File: src/rtl/cbd_down_counter.sv
// Cascadable down counter with borrow-in/borrow-out, synchronous preset/clear/load,
// optional auto-reload from R on underflow, and a registered terminal-count pulse.
module cbd_down_counter #(
  parameter int unsigned WIDTH  = 4,
  parameter bit          RELOAD = 1'b0
) (
  input  logic             CLK,
  input  logic             CD,
  input  logic             PS,
  input  logic             CS,
  input  logic             LD,
  input  logic             WR,
  input  logic [WIDTH-1:0] D,
  input  logic             BI,
  input  logic             EN,
  output logic [WIDTH-1:0] Q,
  output logic             BO,
  output logic             TC
);

  localparam logic [WIDTH-1:0] ONE = WIDTH'(1);

  logic [WIDTH-1:0] r_q;
  logic [WIDTH-1:0] q_next;
  logic             dec;
  logic             uf;
  logic             ctl;

  assign dec = BI & EN;
  assign uf  = dec & (Q == '0);
  assign ctl = PS | CS | LD;

  // Borrow-out reflects the pre-edge state; synchronous controls never mask it.
  assign BO = uf;

  always_comb begin
    q_next = Q;
    if (PS)                q_next = '1;
    else if (CS)           q_next = '0;
    else if (LD)           q_next = D;
    else if (uf && RELOAD) q_next = r_q;
    else if (dec)          q_next = Q - ONE;
  end

  always_ff @(posedge CLK or posedge CD) begin
    if (CD) begin
      Q   <= '0;
      r_q <= '0;
      TC  <= 1'b0;
    end else begin
      Q  <= q_next;
      TC <= uf & ~ctl;
      // Reload register is written independently of the Q priority chain.
      if (WR) r_q <= D;
    end
  end

endmodule

File: config.mk
export PLATFORM = sky130hd
export DESIGN_NAME = cbd_down_counter
export DESIGN_NICKNAME = d
export VERILOG_FILES = /design/src/rtl/cbd_down_counter.sv
export SDC_FILE = /design/constraint.sdc
export NUM_CORES = 1
export LEC_CHECK = 0
export ABC_AREA = 1
export CELL_PAD_IN_SITES_DETAIL_PLACEMENT = 1
export CELL_PAD_IN_SITES_GLOBAL_PLACEMENT = 1
export CORE_UTILIZATION = 22
export DETAILED_ROUTE_END_ITERATION = 6
export PLACE_DENSITY = 0.79
export SLEW_MARGIN = 15
export SYNTH_ARGS = -nofsm -noshare
export SYNTH_HDL_FRONTEND = slang
export SYNTH_SLANG_ARGS = --single-unit
File: constraint.sdc
create_clock -name CLK -period 1.1 [get_ports CLK]
set_input_delay 0.165 -clock CLK [delete_from_list [all_inputs] [get_ports CLK]]
set_output_delay 0.165 -clock CLK [all_outputs]
set_load 0.05 [all_outputs]
## After elaboration in Yosys (flattened, before gate mapping)

Cells that the tools add are included.

- Register bits: 5
- Input port bits: 12
- Output and inout port bits: 6

- Add/subtract/negate cells: 1
- Mux-type cells: 4
- Bitwise operators: 6
- Reduce and logical (&&, ||, !) cells: 2

Operators with widths:

| kind | count |
|---|---|
| 4-bit two-way mux | 4 |
| 4-bit logical NOT | 1 |
| 4-bit nonzero test | 1 |
| 4-bit by 1-bit subtractor with 4-bit output (second input constant) | 1 |
| 1-bit AND | 3 |
| 1-bit OR | 2 |
| 1-bit NOT | 1 |

## Depth between registers and ports, before layout

- Depth in word-level cells: 5
- Mapped depth: 6

## Worst setup path before layout

OpenSTA, ideal clock, no wires.

- Kind: register to output
- Start point: register Q[0]
- End point: output BO
- Data arrival time: 2.038 ns
- Required time: 0.935 ns
- Setup slack: -1.103 ns
- Stages on the path, launching flop included: 5
- Cell sequence: dfrtp_1 inv_1 ha_1 nand2_1 nor3_1

- Cells in the longest elaborated chain, start to end: 2

RTL lines:

| what | line | source |
|---|---|---|
| start, declared | 16 | `output logic [WIDTH-1:0] Q,` |
| start signal, assigned | 51 | `Q <= q_next;` |
| 4-bit logical NOT | 30 | `assign uf = dec & (Q == '0);` |
| 1-bit AND | 30 |  |
| end, declared | 17 | `output logic BO,` |

Every way passes these cells.

## Worst setup path after layout

Ends and elaborated chain as after synthesis.

==> impl_summary.log <==
[metrics] clock skew after layout: 0.00122 ns
[metrics] failing checks: negative setup slack
[metrics] run status: finished with violations
[metrics] final setup vio count: 9
[metrics] DRC violations left: 0
[metrics] multi-input gate area in the final layout: 267 um^2
[metrics] count of clock tree sinks: 5
[metrics] Worst Path Buf+Inv: 2
[metrics] Yosys warning count: 0
[metrics] cell class contributing the biggest share of worst-path delay: flip-flops
[metrics] final worst path period need: 1.42 ns
[metrics] number of cells produced by synthesis: 47
[metrics] boundary pin count: 18
[metrics] r2r worst-path depth: 8
[metrics] aggregate negative setup slack: -1.02 ns
[metrics] slowest cell on the critical path: dfrtp_2
[metrics] FF/Latch Area: 130 um^2
[metrics] number of DRC violations after detailed-routing iteration 0: 7
[metrics] Root Buffer Master: clkbuf_4
[metrics] CTS tree: yes
[metrics] total design power: 817 uW
[metrics] Pre-Repair DR Iteration Count: 6
[metrics] vertical die dimension: 41.7 um
[metrics] Die Area: 0.00174 mm^2
[metrics] final weighted congestion in routability-driven placement: 0.717
[metrics] Slew Limit Headroom: 84.2%
[metrics] Post-layout nets: 98
[metrics] crit-path max cell delay: 0.41 ns
[metrics] Max Transition Viols Final: 0
[metrics] Crit Path Max Fanout: 2
[metrics] classification of the worst-slack hold path: in -> async
[metrics] Critical Path Start Type: flip-flop
[metrics] first-pass GRT wire length: 2190 um
[metrics] overall routed net length: 1650 um
[metrics] clock latency of the later-clocked register in the worst-skew pair: 0.25 ns
[metrics] final hold slack: 0.128 ns
[metrics] Diodes inserted: 0
[metrics] syn avg cell area: 7.37 um^2
[metrics] Power Dens Cells: 966 mW/mm^2
[metrics] estimated wirelength of the detail-placed design: 960 um
[metrics] FMAX: 702 MHz
[metrics] crit path DAT: 1.26 ns
[metrics] number of global-route vias before repair: 496
[metrics] initial core utilization: 25.1%
[metrics] Setup CP Type: reg -> out
[metrics] vias per inst: 4.86
[metrics] slack of the worst reg-to-reg path: -0.19 ns
[metrics] Fill cells: 164
[metrics] number of synthesized register bits: 5
[metrics] total number of vias: 481
[metrics] core area: 0.00138 mm^2
[metrics] filler-free cell count of the finished design: 99
[metrics] RSZ-0062 raised after global routing: true
[metrics] H-tree depth: 1
[metrics] number of antenna violations at the first check in global routing: 0
[metrics] Max-Cap Viols: 0
[metrics] worst voltage drop across the vdd grid: 0.753 mV
[metrics] Synth cell types: 16
[metrics] cell breakdown of the critical path: inv_2, ha_4, nand2_4, nor3_4, buf_12
[metrics] clock transition at the register clock pins on the worst setup and hold paths after CTS: 0.04 ns
[metrics] Port Buffers: 16
[metrics] endpoint of the worst-slack reg-to-reg timing path: Q[2]$_DFFE_PP0P_
[metrics] total global-route track usage: 18.7%
[metrics] Post-Synthesis Cell Area: 347 um^2
[metrics] total congestion overflow: 0
[metrics] Post-CTS Hold Buffers: 0
[metrics] number of hold violations in the final report: 0
[metrics] post-synthesis sequential area ratio: 36.1%
[metrics] number of buffers added by the clock tree synthesis step: 3
[metrics] share of final-layout standard cells stronger than drive strength 1: 61.9%
[metrics] Cell Count Post-Placement: 87
[metrics] row count: 13
[metrics] Synthesized Nets: 60
[metrics] Max clock buf depth: 2
[metrics] static leakage: 0.000395 uW
[metrics] Die W: 41.7 um
[metrics] startpoint of the worst-slack reg-to-reg timing path: Q[0]$_DFFE_PP0P_
[metrics] actual transition at the worst max-transition pin: 0.237 ns
[metrics] number of nets still failing antenna checks after routing: 0
[metrics] Setup crit end kind: output pin
[metrics] post-layout worst setup margin: -0.325 ns
[metrics] area growth from synthesis to layout: 144%
[metrics] routed len/inst: 16.7 um
[metrics] pin count of the biggest net entering global routing: 9
[metrics] Worst Path Required: 0.94 ns
[metrics] period utilisation layout: 130%
==> sequential cells by signal (all words and copies together) (netlist names) <==
| name | flops |
|---|---|
| TC | 1 |
| Q | 4 |
==> routing by layer <==
| layer | vias to the layer above | track usage [%] | wire [um] |
|---|---|---|---|
| met3 | 6 | 6.96 | 78 |
| met5 | - | 0 | 0 |
| met1 | 226 | 15.2 | 567 |
| met4 | 0 | 16.1 | 60 |
| li1 | 226 | - | - |
| met2 | 23 | 34.1 | 946 |
==> repair_timing <==
action,in CTS,in global routing
endpoints found under the setup margin,9,10
setup buffers,6,5
gates resized for setup,4,15
pin swaps,3,4
==> worst max path at each step <==
stage                     start                to  slack [ns]  cells after the start
3_5_place_dp                 BI  Q[3]$_DFFE_PP0P_       -0.27                      4
2_1_floorplan  Q[0]$_DFFE_PP0P_                BO       -0.34                      4
6_report       Q[0]$_DFFE_PP0P_                BO       -0.32                      5
4_1_cts        Q[0]$_DFFE_PP0P_                BO       -0.33                      5
3_3_place_gp                 BI  Q[2]$_DFFE_PP0P_       -0.20                      4
5_1_grt        Q[0]$_DFFE_PP0P_                BO       -0.38                      5
==> stage by stage <==
stage / cell area (um^2) / utilization (%) / setup slack, ns
6_report: 846 / 61.2 / -0.325
5_1_grt: 846 / 61.2 / -0.378
4_1_cts: 774 / 56.0 / -0.326
3_5_place_dp: 689 / 49.9 / -0.274
3_3_place_gp: 689 / 49.9 / -0.198
2_1_floorplan: 387 / - / -0.345
==> cells in the mapped netlist <==
master	count	share of area [%]
a21oi_1	4	5.8
a21oi_2	1	2.5
a31oi_2	1	3.6
buf_6	1	3.2
dfrtp_1	5	36
ha_1	1	3.6
inv_1	6	6.5
inv_2	2	2.2
nand2_1	7	7.6
nand3_1	3	4.3
nand4_2	1	3.6
nor2_1	10	11
nor3_1	1	1.4
nor4_2	1	3.6
o211ai_1	1	2.2
o21ai_1	2	2.9
==> placed cells by master, fill, tap and decap left out <==
cell | synthesis | routed
buf_4 | 0 | 13
clkdlybuf4s50_1 | 0 | 10
nor2_1 | 10 | 9
buf_12 | 0 | 6
nand2_2 | 0 | 5
buf_6 | 1 | 5
dfrtp_2 | 0 | 4
inv_2 | 2 | 4
inv_1 | 6 | 4
a21oi_2 | 1 | 3
clkbuf_4 | 0 | 3
a21oi_1 | 4 | 2
o21ai_1 | 2 | 2
nand3_2 | 0 | 2
dfrtp_1 | 5 | 1
a31oi_4 | 0 | 1
nand2_1 | 7 | 1
o211ai_1 | 1 | 1
nand4_2 | 1 | 1
nand2_4 | 0 | 1
nor3_4 | 0 | 1
nand3_1 | 3 | 1
nor4_4 | 0 | 1
nor2_4 | 0 | 1
ha_4 | 0 | 1
clkbuf_1 | 0 | 1
==> area by class of cell <==
type	instances	area share (%)
sequential	5	15.4
tap	15	2.22
clock buffer	4	3.11
timing repair buffer	34	44.2
inverter	8	3.55
multi-input combinational	33	31.5
==> logic make-up (layout without fill, tap and decap cells) <==
family / count (synthesis) / after routing / synth area share, %
flip-flops: 5 / 5 / 36.1
buffers and inverters: 9 / 46 / 11.9
AO/OA/AOI/OAI: 9 / 9 / 17.0
AND/OR/NAND/NOR: 23 / 23 / 31.4
adder cells (fa/ha/maj): 1 / 1 / 3.61
==> report_power, final <==
group	switching, uW	internal, uW	total [uW]
clock network	88.3	138	226
registers	13.7	201	214
logic	185	191	377
Power figures use the tool's default switching activity.
